<file path="src/rtl/mem_access_ctrl_if.sv">
// CPU-side request/response and memory-side R/W signals of the load/store controller.
interface mem_access_ctrl_if #(
    parameter int unsigned DataWidth = 32,
    parameter int unsigned AddrWidth = 32
);
    logic                 req;
    logic                 we;
    logic [1:0]           size;
    logic                 sign_ext;
    logic [AddrWidth-1:0] addr;
    logic [DataWidth-1:0] wdata;
    logic                 busy;
    logic                 done;
    logic                 err;
    logic [DataWidth-1:0] rdata;
    logic [AddrWidth-1:0] mem_Addr;
    logic                 mem_R;
    logic                 mem_W;
    logic [DataWidth-1:0] mem_W_data;
    logic [DataWidth-1:0] mem_R_data;

    // Controller view.
    modport slave (
        input  req, we, size, sign_ext, addr, wdata, mem_R_data,
        output busy, done, err, rdata, mem_Addr, mem_R, mem_W, mem_W_data
    );

    // CPU plus memory environment view.
    modport master (
        output req, we, size, sign_ext, addr, wdata, mem_R_data,
        input  busy, done, err, rdata, mem_Addr, mem_R, mem_W, mem_W_data
    );
endinterface

</file>
<file path="src/rtl/mem_access_ctrl.sv">
// Load/store sequencer for a single-port word memory: word R/W, sub-word
// read-modify-write stores, lane extraction with sign/zero extension.
module mem_access_ctrl #(
    parameter int unsigned DataWidth = 32,
    parameter int unsigned AddrWidth = 32
) (
    input  logic               CLK,
    input  logic               RST_n,
    mem_access_ctrl_if.slave   bus
);

    localparam int unsigned WordW = 32;

    typedef enum logic [2:0] {
        IDLE   = 3'd0,
        RD     = 3'd1,
        WR     = 3'd2,
        RMW_RD = 3'd3,
        RMW_WR = 3'd4,
        RESP   = 3'd5,
        ERR    = 3'd6
    } state_e;

    state_e               state_q;
    logic                 busy_q;
    logic                 done_q;
    logic                 err_q;
    logic                 mem_R_q;
    logic                 mem_W_q;
    logic [DataWidth-1:0] rdata_q;
    logic [AddrWidth-1:0] mem_Addr_q;
    logic [DataWidth-1:0] mem_W_data_q;
    logic [1:0]           size_q;
    logic                 sign_q;
    logic [1:0]           off_q;
    logic [15:0]          wdata_q;

    logic                 illegal_c;

    // Select the addressed lane and extend it to a full word.
    function automatic logic [WordW-1:0] extract(input logic [WordW-1:0] w,
                                                 input logic [1:0] sz,
                                                 input logic [1:0] off,
                                                 input logic sx);
        logic [7:0]       b;
        logic [15:0]      h;
        logic [WordW-1:0] r;
        b = 8'(w >> {off, 3'b000});
        h = off[1] ? w[31:16] : w[15:0];
        case (sz)
            2'b00:   r = {{24{sx & b[7]}}, b};
            2'b01:   r = {{16{sx & h[15]}}, h};
            default: r = w;
        endcase
        return r;
    endfunction

    // Replace only the addressed byte/halfword lane of the word read back.
    function automatic logic [WordW-1:0] merge(input logic [WordW-1:0] w,
                                               input logic [1:0] sz,
                                               input logic [1:0] off,
                                               input logic [15:0] wd);
        logic [WordW-1:0] mask;
        logic [WordW-1:0] data;
        if (sz == 2'b00) begin
            mask = 32'h0000_00FF << {off, 3'b000};
            data = {4{wd[7:0]}};
        end else begin
            mask = off[1] ? 32'hFFFF_0000 : 32'h0000_FFFF;
            data = {2{wd}};
        end
        return (w & ~mask) | (data & mask);
    endfunction

    always_comb begin
        illegal_c = 1'b0;
        case (bus.size)
            2'b01:   illegal_c = bus.addr[0];
            2'b10:   illegal_c = (bus.addr[1:0] != 2'b00);
            2'b11:   illegal_c = 1'b1;
            default: illegal_c = 1'b0;
        endcase
    end

    // State and every output are registered together; outputs follow the state entered.
    always_ff @(posedge CLK or negedge RST_n) begin
        if (!RST_n) begin
            state_q      <= IDLE;
            busy_q       <= 1'b0;
            done_q       <= 1'b0;
            err_q        <= 1'b0;
            mem_R_q      <= 1'b0;
            mem_W_q      <= 1'b0;
            rdata_q      <= '0;
            mem_Addr_q   <= '0;
            mem_W_data_q <= '0;
            size_q       <= 2'b00;
            sign_q       <= 1'b0;
            off_q        <= 2'b00;
            wdata_q      <= 16'h0000;
        end else begin
            done_q <= 1'b0;
            err_q  <= 1'b0;
            case (state_q)
                IDLE: begin
                    if (bus.req) begin
                        size_q  <= bus.size;
                        sign_q  <= bus.sign_ext;
                        off_q   <= bus.addr[1:0];
                        wdata_q <= bus.wdata[15:0];
                        busy_q  <= 1'b1;
                        if (illegal_c) begin
                            state_q <= ERR;
                            done_q  <= 1'b1;
                            err_q   <= 1'b1;
                        end else begin
                            mem_Addr_q <= {bus.addr[AddrWidth-1:2], 2'b00};
                            if (!bus.we) begin
                                state_q <= RD;
                                mem_R_q <= 1'b1;
                            end else if (bus.size == 2'b10) begin
                                state_q      <= WR;
                                mem_W_q      <= 1'b1;
                                mem_W_data_q <= bus.wdata;
                            end else begin
                                state_q <= RMW_RD;
                                mem_R_q <= 1'b1;
                            end
                        end
                    end
                end
                RD: begin
                    rdata_q <= extract(bus.mem_R_data, size_q, off_q, sign_q);
                    mem_R_q <= 1'b0;
                    state_q <= RESP;
                    done_q  <= 1'b1;
                end
                WR: begin
                    mem_W_q <= 1'b0;
                    state_q <= RESP;
                    done_q  <= 1'b1;
                end
                RMW_RD: begin
                    mem_W_data_q <= merge(bus.mem_R_data, size_q, off_q, wdata_q);
                    mem_R_q      <= 1'b0;
                    mem_W_q      <= 1'b1;
                    state_q      <= RMW_WR;
                end
                RMW_WR: begin
                    mem_W_q <= 1'b0;
                    state_q <= RESP;
                    done_q  <= 1'b1;
                end
                RESP, ERR: begin
                    busy_q  <= 1'b0;
                    state_q <= IDLE;
                end
                default: begin
                    busy_q  <= 1'b0;
                    mem_R_q <= 1'b0;
                    mem_W_q <= 1'b0;
                    state_q <= IDLE;
                end
            endcase
        end
    end

    assign bus.busy       = busy_q;
    assign bus.done       = done_q;
    assign bus.err        = err_q;
    assign bus.rdata      = rdata_q;
    assign bus.mem_Addr   = mem_Addr_q;
    assign bus.mem_R      = mem_R_q;
    assign bus.mem_W      = mem_W_q;
    assign bus.mem_W_data = mem_W_data_q;

endmodule

</file>
<file path="src/flat_wrapper.sv">
// flat-port wrapper written by rule: the top's interface ports become plain ports
module mem_access_ctrl_flat 
#(
    parameter int unsigned DataWidth = 32,
    parameter int unsigned AddrWidth = 32
)
  (CLK, RST_n, bus_req, bus_we, bus_size, bus_sign_ext, bus_addr, bus_wdata, bus_mem_R_data, bus_busy, bus_done, bus_err, bus_rdata, bus_mem_Addr, bus_mem_R, bus_mem_W, bus_mem_W_data);
  mem_access_ctrl_if #(.DataWidth(DataWidth), .AddrWidth(AddrWidth)) bus_i ();
  input  logic CLK;
  input  logic RST_n;
  input wire logic [$bits(bus_i.req)-1:0] bus_req;
  input wire logic [$bits(bus_i.we)-1:0] bus_we;
  input wire logic [$bits(bus_i.size)-1:0] bus_size;
  input wire logic [$bits(bus_i.sign_ext)-1:0] bus_sign_ext;
  input wire logic [$bits(bus_i.addr)-1:0] bus_addr;
  input wire logic [$bits(bus_i.wdata)-1:0] bus_wdata;
  input wire logic [$bits(bus_i.mem_R_data)-1:0] bus_mem_R_data;
  output wire logic [$bits(bus_i.busy)-1:0] bus_busy;
  output wire logic [$bits(bus_i.done)-1:0] bus_done;
  output wire logic [$bits(bus_i.err)-1:0] bus_err;
  output wire logic [$bits(bus_i.rdata)-1:0] bus_rdata;
  output wire logic [$bits(bus_i.mem_Addr)-1:0] bus_mem_Addr;
  output wire logic [$bits(bus_i.mem_R)-1:0] bus_mem_R;
  output wire logic [$bits(bus_i.mem_W)-1:0] bus_mem_W;
  output wire logic [$bits(bus_i.mem_W_data)-1:0] bus_mem_W_data;
  assign bus_i.req = bus_req;
  assign bus_i.we = bus_we;
  assign bus_i.size = bus_size;
  assign bus_i.sign_ext = bus_sign_ext;
  assign bus_i.addr = bus_addr;
  assign bus_i.wdata = bus_wdata;
  assign bus_i.mem_R_data = bus_mem_R_data;
  assign bus_busy = bus_i.busy;
  assign bus_done = bus_i.done;
  assign bus_err = bus_i.err;
  assign bus_rdata = bus_i.rdata;
  assign bus_mem_Addr = bus_i.mem_Addr;
  assign bus_mem_R = bus_i.mem_R;
  assign bus_mem_W = bus_i.mem_W;
  assign bus_mem_W_data = bus_i.mem_W_data;
  mem_access_ctrl #(.DataWidth(DataWidth), .AddrWidth(AddrWidth)) u_core (.CLK(CLK), .RST_n(RST_n), .bus(bus_i));
endmodule
</file>
<file path="config.mk">
export PLATFORM = sky130hd
export DESIGN_NAME = mem_access_ctrl_flat
export DESIGN_NICKNAME = d
export VERILOG_FILES = /design/src/rtl/mem_access_ctrl_if.sv /design/src/rtl/mem_access_ctrl.sv /design/src/flat_wrapper.sv
export SDC_FILE = /design/constraint.sdc
export NUM_CORES = 1
export LEC_CHECK = 0
export CAP_MARGIN = 15
export CORE_MARGIN = 5
export CORE_UTILIZATION = 47
export DETAILED_ROUTE_END_ITERATION = 8
export HOLD_SLACK_MARGIN = 0.05
export PLACE_DENSITY = 0.87
export SYNTH_ARGS = -nofsm -noshare
export SYNTH_HDL_FRONTEND = slang
export SYNTH_SLANG_ARGS = --single-unit
</file>
<file path="constraint.sdc">
create_clock -name CLK -period 2.1 [get_ports CLK]
set_input_delay 0.315 -clock CLK [delete_from_list [all_inputs] [get_ports CLK]]
set_output_delay 0.315 -clock CLK [all_outputs]
set_load 0.02 [all_outputs]
</file>
== Yosys cells after proc, flatten, opt, wreduce, memory -nomap -nowiden ==
Index checks and enable logic that the tools add are counted.

* Flip-flop bits (word level): 123
* Bits of input ports: 103
* Output and inout port bits: 101
* Word-level logic and storage cells: 88

* Eq/ne operators: 15
* Shifts and indexed selects: 2
* Muxes and demuxes: 34
* Bitwise gates (word level): 10
* Reduce and logical (&&, ||, !) cells: 14

{| class="wikitable"
|+ Operator list
! operator !! count
|-
| $mux 32 || 9
|-
| $pmux 32 s2 || 2
|-
| $and 32x32->32 || 2
|-
| $not 32->32 || 1
|-
| $or 32x32->32 || 1
|-
| $shl 8x5->32 const A || 1
|-
| $shr 32x5->8 || 1
|-
| $mux 16 || 1
|-
| $mux 1 || 13
|-
| $reduce_and 5->1 || 2
|-
| $eq 3x3->1 const B || 3
|-
| $mux 3 || 3
|-
| $pmux 3 s3 || 1
|-
| $reduce_or 4->1 || 2
|-
| $eq 3x2->1 const B || 2
|-
| $ne 2x2->1 const B || 3
|-
| $pmux 1 s2 || 3
|-
| $pmux 1 s3 || 2
|-
| $reduce_or 3->1 || 2
|-
| $eq 2x1->1 const B || 2
|-
| $eq 2x2->1 const B || 2
|-
| $not 1->1 || 4
|-
| $reduce_and 2->1 || 2
|-
| $reduce_and 4->1 || 1
|-
| 8 further kinds || 10
|}

== Longest topological paths before layout ==
* Depth in word-level cells: 7
* Mapped depth: 7
* Depth with buffers taken out: 4

== Worst setup path before layout ==
Ideal clock, no wire load.

* Path type: reg-to-reg
* From: reg u_core.size_q[0]
* To: reg u_core.mem_W_data_q[14], in the netlist u_core.bus.mem_W_data[14]
* Arrival time: 1664 ps
* Data required time: 1974 ps
* Path slack: 310 ps
* Cell stages (with the launch flop): 8
* Path buffers: 3
* Clock period less this slack: 1790 ps
* Cells stage by stage: dfrtp_1 > buf_2 > or3_1 > buf_2 > buf_2 > a21oi_1 > a311oi_1 > o32a_1

* Longest elaborated chain between the ends: 7
* Elaborated cells on any way between the ends: 10
* Classes of those cells: mux (5); bitwise (4); reduce/logical (1)

{| class="wikitable"
|+ RTL lines
! element !! line !! RTL
|-
| from (decl) || mem_access_ctrl.sv:33 || <nowiki>logic [1:0] size_q;</nowiki>
|-
| from (signal assigned) || mem_access_ctrl.sv:107 || <nowiki>size_q <= bus.size;</nowiki>
|-
| $logic_not 2->1 (*) || mem_access_ctrl.sv:65 || <nowiki>if (sz == 2'b00) begin</nowiki>
|-
| $mux 32 || mem_access_ctrl.sv:65 ||
|-
| $mux 32 || mem_access_ctrl.sv:104 || <nowiki>case (state_q)</nowiki>
|-
| $not 32->32 || mem_access_ctrl.sv:72 || <nowiki>return (w & ~mask) | (data & mask);</nowiki>
|-
| $and 32x32->32 || mem_access_ctrl.sv:72 ||
|-
| $or 32x32->32 (*) || mem_access_ctrl.sv:72 ||
|-
| $pmux 32 s2 (*) || mem_access_ctrl.sv:104 ||
|-
| to (signal assigned) || mem_access_ctrl.sv:124 || <nowiki>mem_W_data_q <= bus.wdata;</nowiki>
|-
| to (signal assigned) || mem_access_ctrl.sv:144 || <nowiki>mem_W_data_q <= merge(bus.mem_R_data, size_q, off_q, wdata_q);</nowiki>
|-
| to (decl) || mem_access_ctrl.sv:32 || <nowiki>logic [DataWidth-1:0] mem_W_data_q;</nowiki>
|}

Every way passes the cells marked *; elsewhere a longest branch is shown, timed or not. The select of a mux whose other input is x is not followed.
A chain may end at the register's enable or synchronous reset.

== Worst setup path after layout ==
* From: reg u_core.off_q[1]
* To: reg u_core.rdata_q[15], in the netlist u_core.bus.rdata[15]

* Longest elaborated chain between the ends: 3
* Elaborated cells on any way between the ends: 4
* Classes of those cells: shift (1); mux (2); bitwise (1)

{| class="wikitable"
|+ RTL lines
! element !! line !! RTL
|-
| from (decl) || mem_access_ctrl.sv:35 || <nowiki>logic [1:0] off_q;</nowiki>
|-
| from (signal assigned) || mem_access_ctrl.sv:109 || <nowiki>off_q <= bus.addr[1:0];</nowiki>
|-
| $shr 32x5->8 || mem_access_ctrl.sv:48 || <nowiki>b = 8'(w >> {off, 3'b000});</nowiki>
|-
| $and 1x1->1 || mem_access_ctrl.sv:51 || <nowiki>2'b00: r = {{24{sx & b[7]}}, b};</nowiki>
|-
| $pmux 32 s2 (*) || mem_access_ctrl.sv:50 || <nowiki>case (sz)</nowiki>
|-
| to (signal assigned) || mem_access_ctrl.sv:133 || <nowiki>rdata_q <= extract(bus.mem_R_data, size_q, off_q, sign_q);</nowiki>
|-
| to (decl) || mem_access_ctrl.sv:30 || <nowiki>logic [DataWidth-1:0] rdata_q;</nowiki>
|}

Every way passes the cells marked *; elsewhere a longest branch is shown, timed or not.

==> metrics <==
pwr/cell area about 1600 mW/mm^2; met1 Resource Use GR between 30% and 40%; Port Buffers 201; Core ar. 0.0133 mm^2; post-synthesis sequential area ratio 48.2%; GRT overflow 0; Net Sw Frac 39.6%; Gate power share between 50% and 60%; area of the multi-input gates between 0.003 and 0.004 mm^2; # rows 42; pin slew with the least headroom to its limit 0.675 ns; CP startpoint kind register; GPL Wtd Cong 0.900; H-tree levels 4; Syn Std Cell Area 0.00639 mm^2; Synth area leaders dfrtp_1 (48%), mux2_4 (6.3%), mux2_2 (5.1%); Slew Limit Headroom 54.9%; share of cells above drive strength 1 18.5%; die area roughly 0.016 mm^2; drt wl/cell 21.9 um; post-layout min period 1.96 ns; Antenna diodes 0; Yosys top cell by area dfrtp_1; commonest cells in the synthesized netlist dfrtp_1 (123), o21ai_0 (59), a21oi_1 (48), nand2_1 (45), nor3_1 (39); Worst-Skew Late Latency 0.42 ns; Critical Path RT around 2.4 ns; via count ~6000; post-synthesis register bit count 123; Final Max Slew Viols 0; clock-pin slew on the worst setup and hold paths about 0.05 ns; cells after synthesis ~600; DR DRC count 0; syn_area_per_cell 10.7 um^2; routed vias/inst 6.00; remaining antenna violation count 0; Distinct cells, synth 55; skew final 0.00854 ns; Root Buffer clkbuf_16; register area 0.00308 mm^2; ys flop type dfrtp_1; share of the synthesized area in the top cell type about half; Max clock buf depth 2; vias in the first global route about 6200; setup ws final 0.141 ns; Max IR drop VDD 0.000710 V; drt pass-1 iters 5; Final nets 916; largest net degree at the start of global routing 42; critical path class reg2reg; CTS tree yes; FFs w/ async S/R, synth 100%; crit-path max FO 8; met2 global-route usage between 40% and 50%; outcome finished clean; post-CTS setup buffers 0; RSZ-0062 raised after global routing false; final instance area 0.00938 mm^2; Final Hold Fails 0; Die Ht roughly 130 um; global-route wire length before repair 34300 um; clock network fraction of total power between 15 and 20%; Reg power frac around 30%; most common cell in the synthesized netlist dfrtp_1; die extent in x 127 um; DRT iter0 DRCs around 500; Tcrit/Tclk final approximately 93%; Post-synth EDFFs 0; WL final between 20000 and 25000 um; Crit path arrival time 2.24 ns; Fin Setup TNS 0 ns; setup violators final 0; I/O pins between 200 and 250; initial antenna violation count 0; met3 Track Usage GR 4.83%; sw power 5.98 mW; Pint roughly 9.1 mW; total global-route track usage 27.2%; Initial Utilization 48.1%; Synth Warn # 0; DP Worst Slack -0.336 ns; Worst Hold Class in2async; Filler cells 956; Area after DPL 0.00876 mm^2; fmax 510 MHz; post-DP HPWL 16500 um; # clock sinks between 100 and 150; Max Cap Violations 0; leak pwr roughly 3.9 nW; most used routing layer met2; CP Capture Type register; clock buffer count from CTS 17; Layout area overhead 46.8%
[critical path, stage by stage, from the launching register on]
cell	delay, ns
dfrtp_1	0.51
mux4_2	0.54
nor2b_2	0.20
a211oi_4	0.43
a21oi_1	0.14
[power groups by stage]
stage / Clock, mW / Sequential [mW] / Combinational, mW
after floorplan: 0 / 5.36 / 3.31
after global placement: 0 / 4.43 / 7.40
after detailed placement: 0 / 4.49 / 7.61
after CTS: 2.97 / 4.49 / 7.66
after global routing: 3.08 / 4.65 / 8.12
final: 2.94 / 4.52 / 7.66
[stage by stage]
stage,power [mW],std cells,utilization [%],hold WS [ns]
after floorplan,8.66,600,-,0.0194
after global routing,15.8,1002,70.6,0.497
after detailed placement,12.1,969,65.9,0.338
after global placement,11.8,969,65.9,0.328
after CTS,15.1,1002,70.6,0.441
final,15.1,1002,70.6,0.434
[worst paths after layout]
check,depth (start not counted),startpoint,slack (ns),endpoint
max,4,u_core.off_q[1],0.14,u_core.bus.rdata[15]
min,2,RST_n,0.43,u_core.bus.rdata[21]
max reg2reg,4,u_core.off_q[1],0.14,u_core.bus.rdata[15]
min reg2reg,1,u_core.bus.mem_Addr[30],0.49,u_core.bus.mem_Addr[30]
max in group asynchronous,3,RST_n,1.00,u_core.wdata_q[9]
min in group CLK,1,u_core.bus.mem_Addr[30],0.49,u_core.bus.mem_Addr[30]
[flip-flops by register name (all words and copies together) (netlist names)]
| name | count |
|---|---|
| u_core.bus.mem_W_data | 32 |
| u_core.bus.rdata | 32 |
| u_core.bus.mem_Addr | 30 |
| u_core.wdata_q | 16 |
| u_core.state_q | 3 |
| u_core.off_q | 2 |
| u_core.size_q | 2 |
| u_core.bus.busy | 1 |
| u_core.bus.done | 1 |
| u_core.bus.err | 1 |
| u_core.bus.mem_R | 1 |
| u_core.bus.mem_W | 1 |
| u_core.sign_q | 1 |
[cells in the final DEF (no fill, tap or decap), drive strengths merged, types with 26 or more instances in the layout]
master	netlist	final
buf	31	47
dfrtp	123	123
clkdlybuf4s50	0	200
a21oi	48	48
clkbuf	23	26
nor2	38	38
nand2	45	45
nor3	40	40
mux2	59	59
o21ai	60	60
[layer usage]
layer | part of all wire, % | up-vias
met5 | 0 | -
met4 | 4.1 | 0
met3 | 5.9 | 68
met2 | 50 | 285
met1 | 40 | 3003
li1 | - | 2660
[final cells by class]
class | instances | share of cell area (%)
Inverter | 4 | 0.160
Multi-Input combinational cell | 419 | 32.4
Tap cell | 176 | 2.35
Clock inverter | 6 | 0.880
Clock buffer | 26 | 5.54
Timing Repair Buffer | 248 | 25.9
Sequential cell | 123 | 32.8
[timing repair]
action	CTS	global route
resized for setup	2	0
setup endpoints to repair	17	0
endpoints found under the hold margin	36	0
hold buffers	1	0
[cells by family after synthesis]
| group | Yosys count | share of synthesized area (%) |
|---|---|---|
| AOI/OAI and AO/OA | 192 | 21.3 |
| and+or+nand+nor | 154 | 11.8 |
| DFF | 123 | 48.2 |
| muxes | 69 | 13.7 |
| buffers and inverters | 58 | 4.56 |
| adders and majority gates | 1 | 0.157 |
| other | 1 | 0.0587 |
| xor gates and xnor gates | 1 | 0.137 |
Power figures use the tool's default switching activity.
